### src/rtl/reverb_config_loader.sv
// -----------------------------------------------------------------------------
// reverb_config_loader
//
// Receives a framed byte stream that carries a complete reverberator
// configuration. Each frame holds six delay words and seven gain words. The
// frame is collected into a shadow buffer and then verified: first the XOR
// checksum, then the range of every word. The live outputs are updated only
// when a frame passes both checks, and all of them change on the same edge.
// A write strobe follows one cycle after that update, so the reverberator
// always latches a consistent set of values.
//
// Frame: 0xA5 header, then 13 words (tau0..tau5, gain0..gain6) of
//        B = ceil(W/8) bytes each, least significant byte first, then one
//        checksum byte equal to the XOR of all payload bytes.
//
// Ports
//   clk           system clock, rising edge
//   rst           synchronous reset, active-high
//   in_valid      byte stream valid
//   in_data[7:0]  byte stream data
//   in_ready      byte accepted when in_valid && in_ready (decoded from state)
//   tau[6]        committed delay words (signed, W bits)
//   gain[7]       committed gain words (signed, W bits)
//   write         config-update strobe, high for WRITE_HOLD cycles
//   busy          high whenever the loader is not idle
//   err_checksum  sticky: last rejected frame had a bad checksum
//   err_range     sticky: last rejected frame had an out-of-range word
//   frames_ok     count of committed frames, wraps 255 -> 0
// -----------------------------------------------------------------------------

`ifndef FIXED_POINT
`define FIXED_POINT 8
`endif

`ifndef MAX_FILTER_FIFO_LENGTH
`define MAX_FILTER_FIFO_LENGTH 2048
`endif

module reverb_config_loader #(
  parameter int WIDTH      = 24,
  parameter int FRAC       = `FIXED_POINT,
  parameter int MAXDELAY   = `MAX_FILTER_FIFO_LENGTH,
  parameter int TIMEOUT    = 1024,
  parameter int WRITE_HOLD = 4
) (
  input  logic                           clk,
  input  logic                           rst,
  input  logic                           in_valid,
  input  logic [7:0]                     in_data,
  output logic                           in_ready,
  output logic signed [WIDTH+FRAC-1:0]   tau  [6],
  output logic signed [WIDTH+FRAC-1:0]   gain [7],
  output logic                           write,
  output logic                           busy,
  output logic                           err_checksum,
  output logic                           err_range,
  output logic [7:0]                     frames_ok
);

  localparam int W      = WIDTH + FRAC;
  localparam int B      = (W + 7) / 8;
  localparam int NWORDS = 13;
  localparam int NBYTES = NWORDS * B;
  localparam int BCW    = $clog2(NBYTES + 1);
  localparam int TCW    = $clog2(TIMEOUT + 1);
  localparam int HCW    = $clog2(WRITE_HOLD + 1);

  localparam logic [7:0] HEADER = 8'hA5;

  // Legal ranges, held as signed W-bit values so that a word with its top
  // bit set compares as negative and is rejected.
  localparam logic signed [W-1:0] TAU_MIN  = W'(1);
  localparam logic signed [W-1:0] TAU_MAX  = W'(MAXDELAY - 1);
  localparam logic signed [W-1:0] GAIN_MIN = W'(0);
  localparam logic signed [W-1:0] GAIN_MAX = W'(2 ** FRAC);

  typedef enum logic [2:0] {
    IDLE,
    PAYLOAD,
    CHECK,
    COMMIT,
    HOLD
  } state_t;

  state_t state, state_nxt;

  logic [BCW-1:0]        byte_cnt;
  logic [TCW-1:0]        idle_cnt;
  logic [HCW-1:0]        hold_cnt;
  logic [7:0]            run_xor;
  logic                  csum_bad;
  logic [7:0]            shadow [NBYTES];
  logic signed [W-1:0]   words  [NWORDS];
  logic                  range_bad;
  logic                  accept;

  assign accept = in_valid && in_ready;

  // ---------------------------------------------------------------------------
  // Reassemble the little-endian shadow bytes into W-bit words. Bits above W
  // in the last byte of each word are dropped.
  // ---------------------------------------------------------------------------
  for (genvar w = 0; w < NWORDS; w++) begin : g_word
    logic [8*B-1:0] raw;
    for (genvar b = 0; b < B; b++) begin : g_byte
      assign raw[8*b +: 8] = shadow[w*B + b];
    end
    assign words[w] = raw[W-1:0];
  end

  always_comb begin
    range_bad = 1'b0;
    for (int i = 0; i < 6; i++) begin
      if (words[i] < TAU_MIN || words[i] > TAU_MAX) range_bad = 1'b1;
    end
    for (int i = 0; i < 7; i++) begin
      if (words[6+i] < GAIN_MIN || words[6+i] > GAIN_MAX) range_bad = 1'b1;
    end
  end

  // ---------------------------------------------------------------------------
  // Next-state and state-decoded outputs
  // ---------------------------------------------------------------------------
  always_comb begin
    // NOTE: every signal gets a default before the case so that no path
    // leaves it unassigned, which would otherwise infer a latch.
    state_nxt = state;
    in_ready  = 1'b0;
    busy      = 1'b1;

    case (state)
      IDLE: begin
        in_ready = 1'b1;
        busy     = 1'b0;
        if (accept && in_data == HEADER) state_nxt = PAYLOAD;
      end

      PAYLOAD: begin
        in_ready = 1'b1;
        if (accept) begin
          // The byte following the last payload byte is the checksum.
          if (byte_cnt == BCW'(NBYTES)) state_nxt = CHECK;
        end else if (idle_cnt == TCW'(TIMEOUT - 1)) begin
          // This idle cycle is the TIMEOUT-th in a row: abandon the frame.
          state_nxt = IDLE;
        end
      end

      CHECK: begin
        state_nxt = (csum_bad || range_bad) ? IDLE : COMMIT;
      end

      COMMIT: begin
        state_nxt = HOLD;
      end

      HOLD: begin
        if (hold_cnt == HCW'(WRITE_HOLD)) state_nxt = IDLE;
      end

      default: begin
        state_nxt = IDLE;
      end
    endcase
  end

  // ---------------------------------------------------------------------------
  // State register and datapath
  // ---------------------------------------------------------------------------
  // NOTE: sequential state uses non-blocking assignments so every register
  // samples the pre-edge values of the others, independent of statement order.
  always_ff @(posedge clk) begin
    if (rst) begin
      state        <= IDLE;
      byte_cnt     <= '0;
      idle_cnt     <= '0;
      hold_cnt     <= '0;
      run_xor      <= '0;
      csum_bad     <= 1'b0;
      write        <= 1'b0;
      err_checksum <= 1'b0;
      err_range    <= 1'b0;
      frames_ok    <= '0;
      // NOTE: the shadow array is small and register-based, so it is cleared
      // on reset like any other state; a RAM-backed store would not be.
      for (int i = 0; i < NBYTES; i++) shadow[i] <= '0;
      for (int i = 0; i < 6; i++) tau[i] <= TAU_MIN;
      for (int i = 0; i < 7; i++) gain[i] <= GAIN_MIN;
    end else begin
      state <= state_nxt;

      case (state)
        IDLE: begin
          if (accept && in_data == HEADER) begin
            byte_cnt <= '0;
            run_xor  <= '0;
            idle_cnt <= '0;
          end
        end

        PAYLOAD: begin
          if (accept) begin
            idle_cnt <= '0;
            if (byte_cnt == BCW'(NBYTES)) begin
              csum_bad <= (in_data != run_xor);
            end else begin
              shadow[byte_cnt] <= in_data;
              run_xor          <= run_xor ^ in_data;
              byte_cnt         <= byte_cnt + BCW'(1);
            end
          end else begin
            idle_cnt <= idle_cnt + TCW'(1);
          end
        end

        CHECK: begin
          // Checksum failure wins; exactly one flag describes the rejection.
          if (csum_bad) begin
            err_checksum <= 1'b1;
            err_range    <= 1'b0;
          end else if (range_bad) begin
            err_checksum <= 1'b0;
            err_range    <= 1'b1;
          end
        end

        COMMIT: begin
          for (int i = 0; i < 6; i++) tau[i] <= words[i];
          for (int i = 0; i < 7; i++) gain[i] <= words[6+i];
          frames_ok    <= frames_ok + 8'd1;
          err_checksum <= 1'b0;
          err_range    <= 1'b0;
          hold_cnt     <= '0;
        end

        HOLD: begin
          // The first HOLD cycle keeps write low, so the strobe rises one
          // cycle after the outputs changed and then lasts WRITE_HOLD cycles.
          if (hold_cnt != HCW'(WRITE_HOLD)) begin
            write    <= 1'b1;
            hold_cnt <= hold_cnt + HCW'(1);
          end else begin
            write <= 1'b0;
          end
        end

        default: ;
      endcase
    end
  end

endmodule

### config.mk
export PLATFORM = sky130hd
export DESIGN_NAME = reverb_config_loader
export DESIGN_NICKNAME = d
export VERILOG_FILES = /design/src/rtl/reverb_config_loader.sv
export SDC_FILE = /design/constraint.sdc
export NUM_CORES = 1
export LEC_CHECK = 0
export CAP_MARGIN = 20
export CELL_PAD_IN_SITES_DETAIL_PLACEMENT = 1
export CELL_PAD_IN_SITES_GLOBAL_PLACEMENT = 2
export CORE_MARGIN = 4
export CORE_UTILIZATION = 35
export CTS_CLUSTER_DIAMETER = 150
export CTS_CLUSTER_SIZE = 14
export DETAILED_ROUTE_END_ITERATION = 10
export GPL_ROUTABILITY_DRIVEN = 0
export PLACE_DENSITY = 0.77
export SYNTH_ARGS = -nofsm -noshare
export SYNTH_HDL_FRONTEND = slang
export SYNTH_SLANG_ARGS = --single-unit
export TNS_END_PERCENT = 20
### constraint.sdc
create_clock -name clk -period 3.33 [get_ports clk]
set_input_delay 0.999 -clock clk [delete_from_list [all_inputs] [get_ports clk]]
set_output_delay 0.999 -clock clk [all_outputs]
set_load 0.1 [all_outputs]
==> Flow_metrics.wiki <==
{| class="wikitable"
! Metric !! Value
|-
| Delay contributed by the slowest stage of the critical path || 0.60 ns
|-
| Final total power || 20.3 mW
|-
| Peak supply drop || 0.000281 V
|-
| Number of nets at the end of the flow || 3687
|-
| Met3 track utilization from global routing || 0.0297
|-
| Clock tree from TritonCTS || yes
|-
| Max_cap viols || 0
|-
| CP arrival || 1.80 ns
|-
| Final setup vio count || 0
|-
| Number of flops mapped to enable cells by yosys || 416
|-
| GR peak layer || met2
|-
| Crit Path Category || register to output port
|-
| Synthesis warning total || 0
|-
| FF+latch count, synth || 875
|-
| Pin count of the biggest net entering global routing || 170
|-
| Antenna diode instance count || 0
|-
| Top FF cell, synth || sky130_fd_sc_hd__dfxtp_1
|-
| Total GRT Usage || 0.219
|-
| Global routing usage on met1 || 0.289
|-
| Clock root cell || sky130_fd_sc_hd__clkbuf_16
|-
| CTS buffer count || 72
|-
| Number of fill cells in the layout || 10.5k
|-
| Result of the run || completed
|-
| RSZ-0062 raised after global routing || no
|-
| Number of hold-slack violations in the final timing report || 0
|-
| Master of the slowest instance on the critical path || sky130_fd_sc_hd__dfxtp_1
|-
| Maximum buffer depth of the clock tree || 3
|-
| GR Util met2 || 0.380
|-
| Row Count || 113
|-
| Total of cells resized after clock tree synthesis || 0
|-
| Critical-path cell list || nor3_1 -> inv_1 -> buf_4
|-
| Required @ worst endpoint || 2.33 ns
|-
| Routed Wire Length || 113000 um
|-
| Core area || 94900 um2
|-
| Count of hold-fix buffers inserted at cts || 0
|-
| Routed wirelength normalized by instance count || 22.7 um
|-
| Relative slew slack || 0.295
|-
| Via count of the first global-routing pass || 25.4k
|-
| Post-CTS setup buffer count || 0
|-
| Post-DP HPWL || 78300 um
|-
| Pins over their slew limit || 0
|-
| Final period util || 0.842
|-
| Sequential share of the synthesized area || 0.649
|-
| Class of the worst hold path || register to register
|-
| Synthesized area || 33400 um2
|-
| Worst clock skew || 0.0233 ns
|-
| Total die area || 100000 um2
|-
| Antenna violations before repair || 9
|-
| Maximum frequency from static timing analysis || 0.357 GHz
|-
| Drt drc || 0
|-
| CP endpoint kind || output port
|-
| Vert. Die Dim || 317 um
|-
| Post-synth ARST share || 0
|-
| Post-synthesis net count || 3264
|-
| Worst-margin pin slew || 1.05 ns
|-
| Final design utilization || 0.428
|-
| DRT antenna net count || 0
|-
| Number of design-rule violations left by the first detailed-router iteration || 1693
|-
| CP Max Fanout || 13
|-
| P_leak || 14.6 nW
|-
| Starting density of the core || 0.352
|-
| Remaining Overflow, GRT || 0
|-
| Routed via count || 24.9k
|-
| Source-to-sink clock delay at the later pin of the worst-skew pair || 0.62 ns
|-
| Area growth from synthesis to layout || 21.6%
|-
| Number of vias per cell after detailed routing || 4.98
|-
| Iteration count of the initial detailed-routing pass || 5
|-
| I/O Buffers || 439
|-
| Final Critical Period || 2.80 ns
|-
| Cell count after synthesis || 3247
|-
| Kind of cell adding the most delay to the critical path || flip-flops
|-
| Top-Level Pins || 440
|-
| Htree depth || 3
|-
| Pwr per Cell Area || 500 nW/um2
|-
| Width of the die || 317 um
|-
| Clock sink count || 875
|-
| Wire length of the first global-routing pass || 165000 um
|-
| Mean instance size in the synthesized netlist || 10.3 um2
|-
| Kind of start point of the critical path || register
|-
| Crit path buffers/inverters || 2
|-
| Number of distinct standard cells referenced by the synthesized netlist || 56
|-
| Layout cell share with drive strength beyond 1 || 0.191
|-
| Final setup TNS || 0 ns
|-
| Clock-pin transition on the worst setup and hold timing paths || 0.07 ns
|}
worst paths after layout:
kind | start | end | slack [ns] | cells after the start
worst min-delay path | gain[108] | gain[108] | 0.46 | 2
worst max register to register | shadow[39][7] | state[1] | 0.58 | 7
worst max-delay path | state[0] | busy | 0.53 | 3
worst min register to register | gain[108] | gain[108] | 0.46 | 2
registers in the layout, indices dropped and copies added (netlist names):
signal        cells
gain            224
idle_cnt         11
shadow          416
tau             192
hold_cnt          3
write             1
err_range         1
frames_ok         8
run_xor           8
err_checksum      1
csum_bad          1
state             3
byte_cnt          6
worst min-delay path, delay by kind of cell (launching register included):
family          cells  cell delay [ns]
flops               1             0.31
compound gates      1             0.05
simple gates        1             0.05
power by group:
part | internal [mW] | switching, mW
combinational | 0.0997 | 0.390
sequential | 11.5 | 0.201
clock | 4.17 | 3.95
layout make-up:
type | instances | area (um2) | area share
sequential | 875 | 21700 | 0.534
multi-input combinational | 2151 | 10800 | 0.267
clock inverter | 4 | 42.5 | 0.00105
timing repair buffer | 561 | 4400 | 0.108
tap | 1265 | 1580 | 0.0390
clock buffer | 123 | 2040 | 0.0501
inverter | 9 | 33.8 | 0.000832
kinds of logic (layout without fill, tap and decap cells):
| family | Yosys count | in the layout | share of synthesized area |
|---|---|---|---|
| compound gates | 463 | 463 | 0.0716 |
| xor+xnor | 29 | 29 | 0.00761 |
| buf+inv | 221 | 697 | 0.0266 |
| flops | 875 | 875 | 0.649 |
| simple gates | 1650 | 1650 | 0.242 |
| mux | 3 | 3 | 0.000899 |
| fa+ha+maj | 6 | 6 | 0.00225 |
cell usage after synthesis, types with 4 or more instances:
cell	instances	area share
sky130_fd_sc_hd__and2_1	416	0.078
sky130_fd_sc_hd__a31oi_1	4	0.00075
sky130_fd_sc_hd__xnor2_1	12	0.0031
sky130_fd_sc_hd__nand3_1	17	0.0025
sky130_fd_sc_hd__or2_2	48	0.0090
sky130_fd_sc_hd__a311oi_1	4	0.0010
sky130_fd_sc_hd__inv_1	8	0.00090
sky130_fd_sc_hd__a21oi_1	426	0.064
sky130_fd_sc_hd__nand4_1	31	0.0058
sky130_fd_sc_hd__buf_1	4	0.00045
sky130_fd_sc_hd__nor2_4	6	0.0020
sky130_fd_sc_hd__o21ai_0	9	0.0013
sky130_fd_sc_hd__nor4_1	112	0.021
sky130_fd_sc_hd__nor2_2	4	0.00075
sky130_fd_sc_hd__or2_1	6	0.0011
sky130_fd_sc_hd__nand3b_1	14	0.0031
sky130_fd_sc_hd__and3_1	6	0.0011
sky130_fd_sc_hd__or4_1	10	0.0022
sky130_fd_sc_hd__buf_2	47	0.0070
sky130_fd_sc_hd__clkbuf_1	161	0.018
sky130_fd_sc_hd__edfxtp_1	416	0.37
sky130_fd_sc_hd__nor3_1	8	0.0012
sky130_fd_sc_hd__nor2_1	79	0.0089
sky130_fd_sc_hd__xor2_1	17	0.0045
sky130_fd_sc_hd__nand2_1	867	0.097
sky130_fd_sc_hd__dfxtp_1	459	0.28
sky130_fd_sc_hd__and4_1	4	0.0010
sky130_fd_sc_hd__ha_1	6	0.0022
stage by stage:
step | hold slack (ns) | std cells | instance area (um2) | setup slack [ns]
after floorplan | 0.443 | 3247 | 33400 | 0.453
after global placement | 0.444 | 4861 | 38500 | 0.130
after detailed placement | 0.447 | 4861 | 38500 | 0.124
after CTS | 0.458 | 4988 | 40600 | 0.476
after global routing | 0.467 | 4988 | 40600 | 0.369
final | 0.455 | 4988 | 40600 | 0.526
routing by layer:
layer	part of all wire	up-vias
li1	-	11800
met1	0.43	12400
met2	0.50	531
met3	0.047	128
met4	0.023	0
met5	0	-
placed cells by master, fill, tap and decap left out, types with 10 or more instances in the layout:
cell | Yosys | routed
sky130_fd_sc_hd__nor2_1 | 79 | 79
sky130_fd_sc_hd__nand2_1 | 867 | 867
sky130_fd_sc_hd__a21oi_1 | 426 | 426
sky130_fd_sc_hd__clkbuf_1 | 161 | 49
sky130_fd_sc_hd__xor2_1 | 17 | 17
sky130_fd_sc_hd__nor4_1 | 112 | 112
sky130_fd_sc_hd__buf_4 | 0 | 536
sky130_fd_sc_hd__clkbuf_16 | 0 | 74
sky130_fd_sc_hd__edfxtp_1 | 416 | 416
sky130_fd_sc_hd__xnor2_1 | 12 | 12
sky130_fd_sc_hd__nand3b_1 | 14 | 14
sky130_fd_sc_hd__dfxtp_1 | 459 | 459
sky130_fd_sc_hd__buf_12 | 0 | 16
sky130_fd_sc_hd__nand4_1 | 31 | 31
sky130_fd_sc_hd__and2_1 | 416 | 416
sky130_fd_sc_hd__nand3_1 | 17 | 17
sky130_fd_sc_hd__or4_1 | 10 | 10
sky130_fd_sc_hd__or2_2 | 48 | 48
No activity file was read; power rests on OpenSTA's default activity.
